===== src/rtl/fetch_queue.sv =====
`default_nettype none
// ============================================================================
// Module   : fetch_queue
// Brief    : In-order instruction fetch queue between the PC generator and
//            the decoder. Issues granted read requests to instruction memory,
//            collects in-order responses and presents them with valid/ready.
//            A flush empties the queue and squashes responses still in flight.
// Revision : 1.0 - initial release
// ============================================================================
module fetch_queue #(
    parameter int PC_WIDTH    = 16,
    parameter int INSTR_WIDTH = 16,
    parameter int DEPTH       = 4
) (
    input  logic                   clk,
    input  logic                   n_rst,
    input  logic [PC_WIDTH-1:0]    pc_in,
    input  logic                   pc_valid,
    output logic                   pc_ready,
    input  logic                   flush,
    output logic                   imem_req,
    output logic [PC_WIDTH-1:0]    imem_addr,
    input  logic                   imem_gnt,
    input  logic                   imem_rvalid,
    input  logic [INSTR_WIDTH-1:0] imem_rdata,
    output logic [INSTR_WIDTH-1:0] instr,
    output logic [PC_WIDTH-1:0]    instr_pc,
    output logic                   instr_valid,
    input  logic                   instr_ready,
    output logic                   protocol_err
);

    localparam int PTR_W = (DEPTH > 1) ? $clog2(DEPTH) : 1;
    localparam int CNT_W = PTR_W + 1;
    localparam logic [CNT_W:0] c_DEPTH = (CNT_W + 1)'(DEPTH);

    // Entry storage
    logic [PC_WIDTH-1:0]    r_pc    [DEPTH];
    logic [INSTR_WIDTH-1:0] r_ins   [DEPTH];
    logic [DEPTH-1:0]       r_filled;

    // Pointers and counters
    logic [PTR_W-1:0] r_head;
    logic [PTR_W-1:0] r_fill;
    logic [PTR_W-1:0] r_tail;
    logic [CNT_W-1:0] r_occ;    // allocated entries, 0..DEPTH
    logic [CNT_W-1:0] r_sq;     // responses still to be discarded, 0..DEPTH
    logic [CNT_W-1:0] r_unf;    // allocated entries waiting for data, 0..DEPTH
    logic             r_err;

    logic [CNT_W:0]   w_budget;
    logic [CNT_W-1:0] w_outst;
    logic [CNT_W-1:0] w_sq_flush;
    logic             w_req;
    logic             w_issue;
    logic             w_drop;
    logic             w_fill;
    logic             w_err;
    logic             w_valid;
    logic             w_pop;

    // Issue, fill, drain and flush decisions for the current cycle
    always_comb begin
        w_budget   = {1'b0, r_occ} + {1'b0, r_sq};
        // Squashed responses still occupy memory-side slots, so they count
        // against the budget alongside allocated entries.
        w_req      = pc_valid & ~flush & (w_budget < c_DEPTH);
        w_issue    = w_req & imem_gnt;
        w_drop     = imem_rvalid & ~flush & (r_sq != '0);
        w_fill     = imem_rvalid & ~flush & (r_sq == '0) & (r_unf != '0);
        // Nothing outstanding at all: holds whether or not a flush is active.
        w_err      = imem_rvalid & (r_sq == '0) & (r_unf == '0);
        w_valid    = ~flush & (r_occ != '0) & r_filled[r_head];
        w_pop      = w_valid & instr_ready;
        // On flush every unfilled entry becomes a response to squash; a
        // response arriving this same cycle retires the oldest of them.
        w_outst    = r_sq + r_unf;
        w_sq_flush = (imem_rvalid && (w_outst != '0)) ? (w_outst - 1'b1) : w_outst;
    end

    assign imem_req     = w_req;
    assign imem_addr    = pc_in;
    assign pc_ready     = w_issue;
    assign instr_valid  = w_valid;
    assign instr        = r_ins[r_head];
    assign instr_pc     = r_pc[r_head];
    assign protocol_err = r_err;

    // Pointer, counter and sticky error state
    always_ff @(posedge clk or negedge n_rst) begin
        if (!n_rst) begin
            r_head <= '0;
            r_fill <= '0;
            r_tail <= '0;
            r_occ  <= '0;
            r_sq   <= '0;
            r_unf  <= '0;
            r_err  <= 1'b0;
        end else begin
            if (w_err) begin
                r_err <= 1'b1;
            end
            if (flush) begin
                r_head <= '0;
                r_fill <= '0;
                r_tail <= '0;
                r_occ  <= '0;
                r_unf  <= '0;
                r_sq   <= w_sq_flush;
            end else begin
                if (w_issue) begin
                    r_tail <= r_tail + 1'b1;
                end
                if (w_fill) begin
                    r_fill <= r_fill + 1'b1;
                end
                if (w_pop) begin
                    r_head <= r_head + 1'b1;
                end
                if (w_drop) begin
                    r_sq <= r_sq - 1'b1;
                end
                r_occ <= r_occ + CNT_W'(w_issue) - CNT_W'(w_pop);
                r_unf <= r_unf + CNT_W'(w_issue) - CNT_W'(w_fill);
            end
        end
    end

    // Entry payload and filled flags
    always_ff @(posedge clk or negedge n_rst) begin
        if (!n_rst) begin
            for (int i = 0; i < DEPTH; i++) begin
                r_pc[i]  <= '0;
                r_ins[i] <= '0;
            end
            r_filled <= '0;
        end else if (flush) begin
            r_filled <= '0;
        end else begin
            if (w_issue) begin
                r_pc[r_tail]     <= pc_in;
                r_filled[r_tail] <= 1'b0;
            end
            // Fill and issue never target the same slot: a fill needs an
            // unfilled entry, so fill != tail unless the queue is all unfilled
            // and full, in which case no issue is possible.
            if (w_fill) begin
                r_ins[r_fill]    <= imem_rdata;
                r_filled[r_fill] <= 1'b1;
            end
        end
    end

endmodule
`default_nettype wire


===== config.mk =====
export PLATFORM = sky130hd
export DESIGN_NAME = fetch_queue
export DESIGN_NICKNAME = d
export VERILOG_FILES = /design/src/rtl/fetch_queue.sv
export SDC_FILE = /design/constraint.sdc
export NUM_CORES = 1
export LEC_CHECK = 0
export BUFFER_PORTS_ARGS = -buffer_cell sky130_fd_sc_hd__buf_4
export CAP_MARGIN = 25
export CORE_UTILIZATION = 52
export DETAILED_ROUTE_END_ITERATION = 12
export PLACE_DENSITY = 0.76
export REMOVE_ABC_BUFFERS = 1
export SYNTH_ARGS = -nofsm -noshare
export SYNTH_HDL_FRONTEND = slang
export SYNTH_SLANG_ARGS = --single-unit

===== constraint.sdc =====
create_clock -name clk -period 2.7 [get_ports clk]
set_input_delay 0.54 -clock clk [delete_from_list [all_inputs] [get_ports clk]]
set_output_delay 0.54 -clock clk [all_outputs]
set_load 0.02 [all_outputs]

==> qor.json, run 1 <==
{
  "synth-compound-area-share": {"value": 0.0178},
  "async_reset_ff_frac": {"value": 1.00},
  "seq_area_frac_synth": {"value": 0.532},
  "tritoncts_num_sinks": {"value": 148},
  "yosys_register_bits": {"value": 148},
  "gpl.final_weighted_congestion": {"value": 0.756},
  "post-place-ws": {"value": 0.0446, "unit": "ns"},
  "port-buffer-count": {"value": 90},
  "post_drt_wl_per_cell": {"value": 18.1, "unit": "microns"},
  "slew_headroom": {"value": 0.572},
  "timing.fmax": {"value": 0.367, "unit": "GHz"},
  "placeableCoreArea": {"value": 12800, "unit": "sq um"},
  "worst_path_most_repeated_cell": {"value": "sky130_fd_sc_hd__buf_6"},
  "cpLargestDelayFamily": {"value": "simple AND/OR/NAND/NOR gates"},
  "drt-pass1-iter-count": {"value": 4},
  "multiInputGateArea": {"value": 2970, "unit": "sq um"},
  "post-route-min-period": {"value": 2.73, "unit": "ns"},
  "final_hold_viol_count": {"value": 0},
  "post-synth-top-area-fraction": {"value": 0.532},
  "numCtsBuffers": {"value": 17},
  "seqCellArea": {"value": 3710, "unit": "sq um"},
  "routed_wirelength": {"value": 13300, "unit": "microns"},
  "yosysMostFrequentCell": {"value": "sky130_fd_sc_hd__dfrtp_1"},
  "initial_util": {"value": 0.543},
  "synth_simple_gate_area_frac": {"value": 0.0327},
  "core.rowCount": {"value": 41},
  "final_nets": {"value": 611},
  "synth_xor_xnor_area_share": {"value": 0.0126},
  "rsz0062_at_grt": {"value": "true"},
  "setup.worst_path.end": {"value": "pc_ready"},
  "viasPerCell": {"value": 5.48},
  "yosys-mux-area-fraction": {"value": 0.318},
  "status": {"value": "finished with violations"},
  "peakVddDrop": {"value": 0.425, "unit": "mV"},
  "max_stage_delay": {"value": 0.50, "unit": "ns"},
  "post_layout_worst_setup_margin": {"value": -0.0272, "unit": "ns"},
  "final-max-slew-violation-count": {"value": 0},
  "setup.worst_path.start_class": {"value": "flip-flop"},
  "clkTransAtPathRegs": {"value": 0.05, "unit": "ns"},
  "post_synth_inst_count": {"value": 458},
  "fin_worst_skew": {"value": 0.00510, "unit": "ns"},
  "synth_common_cells": {"value": "sky130_fd_sc_hd__dfrtp_1, sky130_fd_sc_hd__mux2_2, sky130_fd_sc_hd__mux4_2, sky130_fd_sc_hd__ha_1, sky130_fd_sc_hd__inv_1"},
  "regToRegEndpoint": {"value": "r_pc[20]"},
  "drt-initial-drc-count": {"value": 213},
  "detail_route.drc_violations": {"value": 0},
  "design.portCount": {"value": 91},
  "grtUsageTotal": {"value": 0.211},
  "critical_path.cell_chain": {"value": "ha_1 > or4b_4 > nor4b_4 > buf_6 > buf_6"},
  "fraction_of_layout_cells_with_a_size_suffix_above_1": {"value": 0.557},
  "violated_checks": {"value": "negative setup slack"},
  "holdWs": {"value": 0.128, "unit": "ns"},
  "synth_edf_count": {"value": 0},
  "area.growth.synth_to_final": {"value": 20.2, "unit": "%"},
  "maximum_count_of_clock_buffers_along_a_single_path": {"value": 2},
  "number_of_distinct_library_cells_after_synthesis": {"value": 35},
  "path_depth": {"value": 5},
  "synth.top_cells.by_area": {"value": "sky130_fd_sc_hd__dfrtp_1, sky130_fd_sc_hd__mux2_2, sky130_fd_sc_hd__mux4_2"},
  "fillCellCount": {"value": 942},
  "setup_viol_count_final": {"value": 1},
  "antenna_violating_nets_post_route": {"value": 0},
  "worst_r2r_path_depth": {"value": 7},
  "first_global_vias": {"value": 4366},
  "cp-startpoint": {"value": "r_occ[2]"},
  "path_class": {"value": "reg2out"},
  "crit_fanout": {"value": 2},
  "slowest_stage": {"value": "sky130_fd_sc_hd__or4b_4"},
  "grt_start_max_net_pins": {"value": 70},
  "detailed_place_hpwl": {"value": 8720, "unit": "microns"},
  "ctsHtreeMaxLevel": {"value": 4},
  "horiz_die_dim": {"value": 118, "unit": "microns"},
  "antenna_cells": {"value": 0},
  "tritoncts": {"value": "yes"},
  "post_synth_fa_ha_maj_area_fraction": {"value": 0.0428},
  "grt_antenna_before_repair": {"value": 0},
  "worstHoldPathType": {"value": "in2async"},
  "synth_area": {"value": 6960, "unit": "sq um"},
  "leakagePower": {"value": 4.11, "unit": "nW"},
  "cellPowerDensity": {"value": 784, "unit": "nW/um^2"},
  "worstSkewPairLatency": {"value": 0.42, "unit": "ns"},
  "clk_root_buffer_cell": {"value": "sky130_fd_sc_hd__clkbuf_16"},
  "critPathBufInv": {"value": 2},
  "worstSetupEndpointType": {"value": "output port"},
  "cts_hold_buffers_added": {"value": 0},
  "largest_family_of_logic_cells_by_synthesized_area": {"value": "multiplexers"},
  "critical_path_arrival": {"value": 2.19, "unit": "ns"},
  "syn_area_per_cell": {"value": 15.2, "unit": "sq um"},
  "synth_area_leader_cell": {"value": "sky130_fd_sc_hd__dfrtp_1"},
  "via_count": {"value": 4015},
  "yosysWarningCount": {"value": 0},
  "r2r_start": {"value": "r_occ[2]"},
  "fp.dieArea": {"value": 13900, "unit": "sq um"},
  "postSynth.topFlopCell": {"value": "sky130_fd_sc_hd__dfrtp_1"},
  "timing_worst_slew_pin_value": {"value": 0.642, "unit": "ns"},
  "timing.critical_path.required": {"value": 2.16, "unit": "ns"},
  "grt_first_pass_wirelength": {"value": 22300, "unit": "microns"},
  "globalRoute.totalOverflow": {"value": 0},
  "max-cap-violations": {"value": 0},
  "finalCritPeriodShare": {"value": 1.01},
  "die_y": {"value": 118, "unit": "microns"},
  "rrSetupSlack": {"value": 0.04, "unit": "ns"}
}
==> kinds of logic (layout without fill, tap and decap cells) <==
group | after synthesis | after routing
XOR/XNOR | 10 | 10
flip-flops | 148 | 148
buffers and inverters | 56 | 158
AO/OA/AOI/OAI | 17 | 17
adder cells (fa/ha/maj) | 22 | 22
AND/OR/NAND/NOR | 40 | 40
multiplexers | 165 | 165
==> timing repair <==
item | CTS | global route
pin swaps | 1 | 1
endpoints found under the setup margin | 33 | 64
gates resized for setup | 2 | 5
buffers inserted | 4 | 1
==> final cells by class <==
type                       instances  share of cell area
clock buffer                      23              0.0559
multi-input combinational        254               0.355
inverter                          18             0.00808
tap                              172              0.0257
sequential                       148               0.443
timing repair buffer             111               0.103
clock inverter                     6             0.00957
==> routing by layer <==
metal	track usage	wire (microns)	share of wire	up-vias
li1	-	-	-	1818
met1	0.273	5820	0.44	2089
met2	0.344	6610	0.50	92
met3	0.0562	643	0.048	16
met4	0.0761	200	0.015	0
met5	0	0	0	-
==> worst min-delay path by stage <==
stage	from	end	cells past startpoint
after detailed placement	protocol_err	protocol_err	2
after floorplan	n_rst	protocol_err	0
after global routing	n_rst	r_ins[61]	1
after global placement	protocol_err	protocol_err	2
final	n_rst	r_ins[61]	1
after CTS	n_rst	r_ins[61]	1
==> layout by cell type, fill, tap and decap left out, types with 2 or more instances in the layout <==
cell	netlist	final
sky130_fd_sc_hd__dfrtp_1	148	146
sky130_fd_sc_hd__clkbuf_16	0	17
sky130_fd_sc_hd__clkbuf_1	10	4
sky130_fd_sc_hd__nor3_1	6	6
sky130_fd_sc_hd__dfrtp_2	0	2
sky130_fd_sc_hd__a21oi_1	3	3
sky130_fd_sc_hd__mux4_2	32	32
sky130_fd_sc_hd__nand2_2	4	2
sky130_fd_sc_hd__mux2i_1	2	2
sky130_fd_sc_hd__clkbuf_8	0	2
sky130_fd_sc_hd__xor2_1	3	3
sky130_fd_sc_hd__nor2b_1	3	3
sky130_fd_sc_hd__nor2_1	9	9
sky130_fd_sc_hd__buf_6	4	4
sky130_fd_sc_hd__bufinv_16	0	2
sky130_fd_sc_hd__and2_1	5	5
sky130_fd_sc_hd__a31o_2	4	4
sky130_fd_sc_hd__nand2_1	7	7
sky130_fd_sc_hd__nand2_4	0	2
sky130_fd_sc_hd__ha_1	19	19
sky130_fd_sc_hd__inv_1	18	18
sky130_fd_sc_hd__fa_1	3	3
sky130_fd_sc_hd__clkinv_2	0	4
sky130_fd_sc_hd__o21ai_0	4	4
sky130_fd_sc_hd__mux2_2	131	131
sky130_fd_sc_hd__buf_4	16	106
sky130_fd_sc_hd__xnor2_1	7	7
==> power by group <==
part           switching, mW  internal (mW)  leakage (nW)
registers              0.170           2.54          2.01
logic                  0.766          0.870          1.83
clock network          0.830           1.39         0.273
total                   1.77           4.79          4.11
==> state kept, by name, indices dropped and copies added, names as in the netlist <==
name          cells
protocol_err      1
r_fill            2
r_filled          4
r_head            2
r_ins            64
r_occ             3
r_pc             64
r_sq              3
r_tail            2
r_unf             3
==> through the flow <==
stage | util | std cells | cell area [sq um] | setup TNS (ns) | power, mW
after floorplan | - | 420 | 6720 | -4.88 | 3.71
after global placement | 0.605 | 698 | 7750 | 0 | 4.30
after detailed placement | 0.605 | 698 | 7750 | 0 | 4.37
after CTS | 0.650 | 731 | 8340 | -0.0652 | 6.63
after global routing | 0.652 | 732 | 8370 | -0.0770 | 6.90
final | 0.652 | 732 | 8370 | -0.0272 | 6.56
(Power assumes the default switching activity.)
==> run 2, diff against run 1 <==
--- a/config.mk
+++ b/config.mk
@@ -9,7 +9,7 @@
 export CAP_MARGIN = 25
 export CORE_UTILIZATION = 52
 export DETAILED_ROUTE_END_ITERATION = 12
-export PLACE_DENSITY = 0.76
+export PLACE_DENSITY = 0.77
 export REMOVE_ABC_BUFFERS = 1
 export SYNTH_ARGS = -nofsm -noshare
 export SYNTH_HDL_FRONTEND = slang
==> qor.json, run 2 (synthesized netlist as in run 1, its figures left out) <==
{
  "gpl.final_weighted_congestion": {"value": 0.744, "change": "-1.5%"},
  "area.growth.synth_to_final": {"value": 21.6, "unit": "%"},
  "post_layout_worst_setup_margin": {"value": 0.0195, "unit": "ns", "change": "+0.0467 ns"},
  "design.portCount": {"value": 91, "change": "unchanged"},
  "antenna_cells": {"value": 0, "change": "unchanged"},
  "timing.critical_path.required": {"value": 2.16, "unit": "ns", "change": "about the same"},
  "post-place-ws": {"value": 0.0369, "unit": "ns", "change": "-0.00772 ns"},
  "timing_worst_slew_pin_value": {"value": 0.741, "unit": "ns", "change": "+0.0983 ns"},
  "final_cell_area": {"value": 8460, "unit": "sq um", "change": "+1.2%"},
  "crit_fanout": {"value": 3, "change": "+1"},
  "slew_headroom": {"value": 0.506, "change": "-0.0655"},
  "drt-initial-drc-count": {"value": 157, "change": "-26%"},
  "numCtsBuffers": {"value": 17, "change": "unchanged"},
  "tritoncts": {"value": "yes"},
  "setup.worst_path.start_class": {"value": "flip-flop"},
  "grt_first_pass_wirelength": {"value": 22400, "unit": "microns", "change": "+0.15%"},
  "most-common-layout-cells": {"value": "sky130_fd_sc_hd__dfrtp_1, sky130_fd_sc_hd__mux2_2, sky130_fd_sc_hd__buf_4, sky130_fd_sc_hd__mux4_2"},
  "final_hold_viol_count": {"value": 0, "change": "unchanged"},
  "ctsHtreeMaxLevel": {"value": 4, "change": "unchanged"},
  "rsz0062_at_grt": {"value": "true"},
  "cts_hold_buffers_added": {"value": 0, "change": "unchanged"},
  "grt_antenna_before_repair": {"value": 0, "change": "unchanged"},
  "post-route-min-period": {"value": 2.68, "unit": "ns", "change": "-0.0467 ns"},
  "holdWs": {"value": 0.140, "unit": "ns", "change": "+0.0123 ns"},
  "horiz_die_dim": {"value": 118, "unit": "microns", "change": "unchanged"},
  "timing.fmax": {"value": 0.373, "unit": "GHz", "change": "+1.7%"},
  "final_nets": {"value": 612, "change": "+0.16%"},
  "core.rowCount": {"value": 41, "change": "unchanged"},
  "timing.setup.tns": {"value": 0, "unit": "ns", "change": "+0.0272 ns"},
  "drt-pass1-iter-count": {"value": 4, "change": "unchanged"},
  "worstSkewPairLatency": {"value": 0.42, "unit": "ns", "change": "about the same"},
  "antenna_violating_nets_post_route": {"value": 0, "change": "unchanged"},
  "clkTransAtPathRegs": {"value": 0.06, "unit": "ns", "change": "about the same"},
  "placeableCoreArea": {"value": 12800, "unit": "sq um", "change": "unchanged"},
  "cellPowerDensity": {"value": 808, "unit": "nW/um^2", "change": "+3.1%"},
  "fraction_of_layout_cells_with_a_size_suffix_above_1": {"value": 0.566, "change": "+0.00846"},
  "fp.dieArea": {"value": 13900, "unit": "sq um", "change": "unchanged"},
  "status": {"value": "finished clean"},
  "mostFrequentLayoutCell": {"value": "sky130_fd_sc_hd__dfrtp_1"},
  "maximum_count_of_clock_buffers_along_a_single_path": {"value": 2, "change": "unchanged"},
  "setup_viol_count_final": {"value": 0, "change": "-1"},
  "port-buffer-count": {"value": 90, "change": "unchanged"},
  "grtUsageTotal": {"value": 0.213, "change": "+0.00199"},
  "grt_start_max_net_pins": {"value": 79, "change": "+13%"},
  "dpl.cell_count": {"value": 700, "change": "+0.29%"},
  "detail_route.drc_violations": {"value": 0, "change": "unchanged"},
  "final-max-slew-violation-count": {"value": 0, "change": "unchanged"},
  "clk_root_buffer_cell": {"value": "sky130_fd_sc_hd__clkbuf_16"},
  "first_global_vias": {"value": 4352, "change": "-0.32%"},
  "tritoncts_num_sinks": {"value": 148, "change": "unchanged"},
  "largest_registers": {"value": "r_ins (64), r_pc (64), r_filled (4)"},
  "via_count": {"value": 4023, "change": "+0.20%"},
  "globalRoute.totalOverflow": {"value": 0, "change": "unchanged"},
  "worstSetupEndpointType": {"value": "output port"},
  "die_y": {"value": 118, "unit": "microns", "change": "unchanged"},
  "peakVddDrop": {"value": 0.475, "unit": "mV", "change": "+12%"},
  "critical_path_arrival": {"value": 2.14, "unit": "ns", "change": "-0.05 ns"},
  "worstHoldPathType": {"value": "in2async"},
  "fin_worst_skew": {"value": 0.00500, "unit": "ns", "change": "-0.0000966 ns"},
  "initial_util": {"value": 0.543, "change": "unchanged"},
  "leakagePower": {"value": 4.18, "unit": "nW", "change": "+1.7%"},
  "routed_wirelength": {"value": 13500, "unit": "microns", "change": "+2.0%"},
  "placedInstanceArea": {"value": 7770, "unit": "sq um", "change": "+0.19%"},
  "viasPerCell": {"value": 5.47, "change": "-0.35%"},
  "post_drt_wl_per_cell": {"value": 18.4, "unit": "microns", "change": "+1.4%"},
  "max-cap-violations": {"value": 0, "change": "unchanged"},
  "stdcell_count": {"value": 736, "change": "+0.55%"},
  "detailed_place_hpwl": {"value": 8710, "unit": "microns", "change": "-0.12%"},
  "finalCritPeriodShare": {"value": 0.993, "change": "-0.0173"},
  "post-layout-total-power": {"value": 6.84, "unit": "mW", "change": "+4.3%"},
  "post-route-util": {"value": 0.660, "change": "+0.00761"},
  "path_class": {"value": "reg2out"}
}
[run 2: critical path, cell delays in order, from the launching register on]
cell and delay (ns):
sky130_fd_sc_hd__dfrtp_1 0.43, sky130_fd_sc_hd__ha_4 0.25, sky130_fd_sc_hd__or4b_4 0.55, sky130_fd_sc_hd__nor4b_4 0.29
sky130_fd_sc_hd__buf_4 0.20
[run 2: final timing paths]
kind | startpoint | cells past startpoint | slack (ns) | end
worst min register to register | r_pc[21] | 1 | 0.50 | r_pc[21]
worst max register to register | r_occ[2] | 9 | 0.13 | r_unf[2]
worst max-delay path | r_occ[2] | 4 | 0.02 | pc_ready
max in group asynchronous | n_rst | 2 | 1.81 | r_pc[63]
worst min-delay path | n_rst | 1 | 0.14 | r_sq[0]
min in group clk | imem_rdata[6] | 2 | 0.38 | r_ins[54]
[run 2: what timing repair did]
item / CTS / global route
endpoints found under the setup margin: 33 / 25
endpoints found under the hold margin: 0 / 0
setup buffers: 3 / 1
resized for setup: 5 / 3
pin swaps: 1 / 3
[run 2: layer usage]
layer | share of wire | vias to the layer above | track usage | wire [microns]
met5 | 0 | - | 0 | 0
met4 | 0.017 | 0 | 0.0865 | 227
met3 | 0.044 | 17 | 0.0562 | 591
met2 | 0.50 | 83 | 0.347 | 6710
met1 | 0.44 | 2101 | 0.272 | 6010
li1 | - | 1822 | - | -
[run 2: where the power goes]
| group | internal (mW) | switching, mW |
|---|---|---|
| Combinational | 0.871 | 0.764 |
| Clock | 1.61 | 0.870 |
| Sequential | 2.54 | 0.184 |
[run 2: cell type report]
class | instances | area [sq um]
clock buffer | 22 | 474
clock inverter | 10 | 153
fill | 947 | 4360
inverter | 18 | 67.6
multi-input combinational | 254 | 2990
sequential | 148 | 3710
tap | 172 | 215
timing repair buffer | 112 | 861
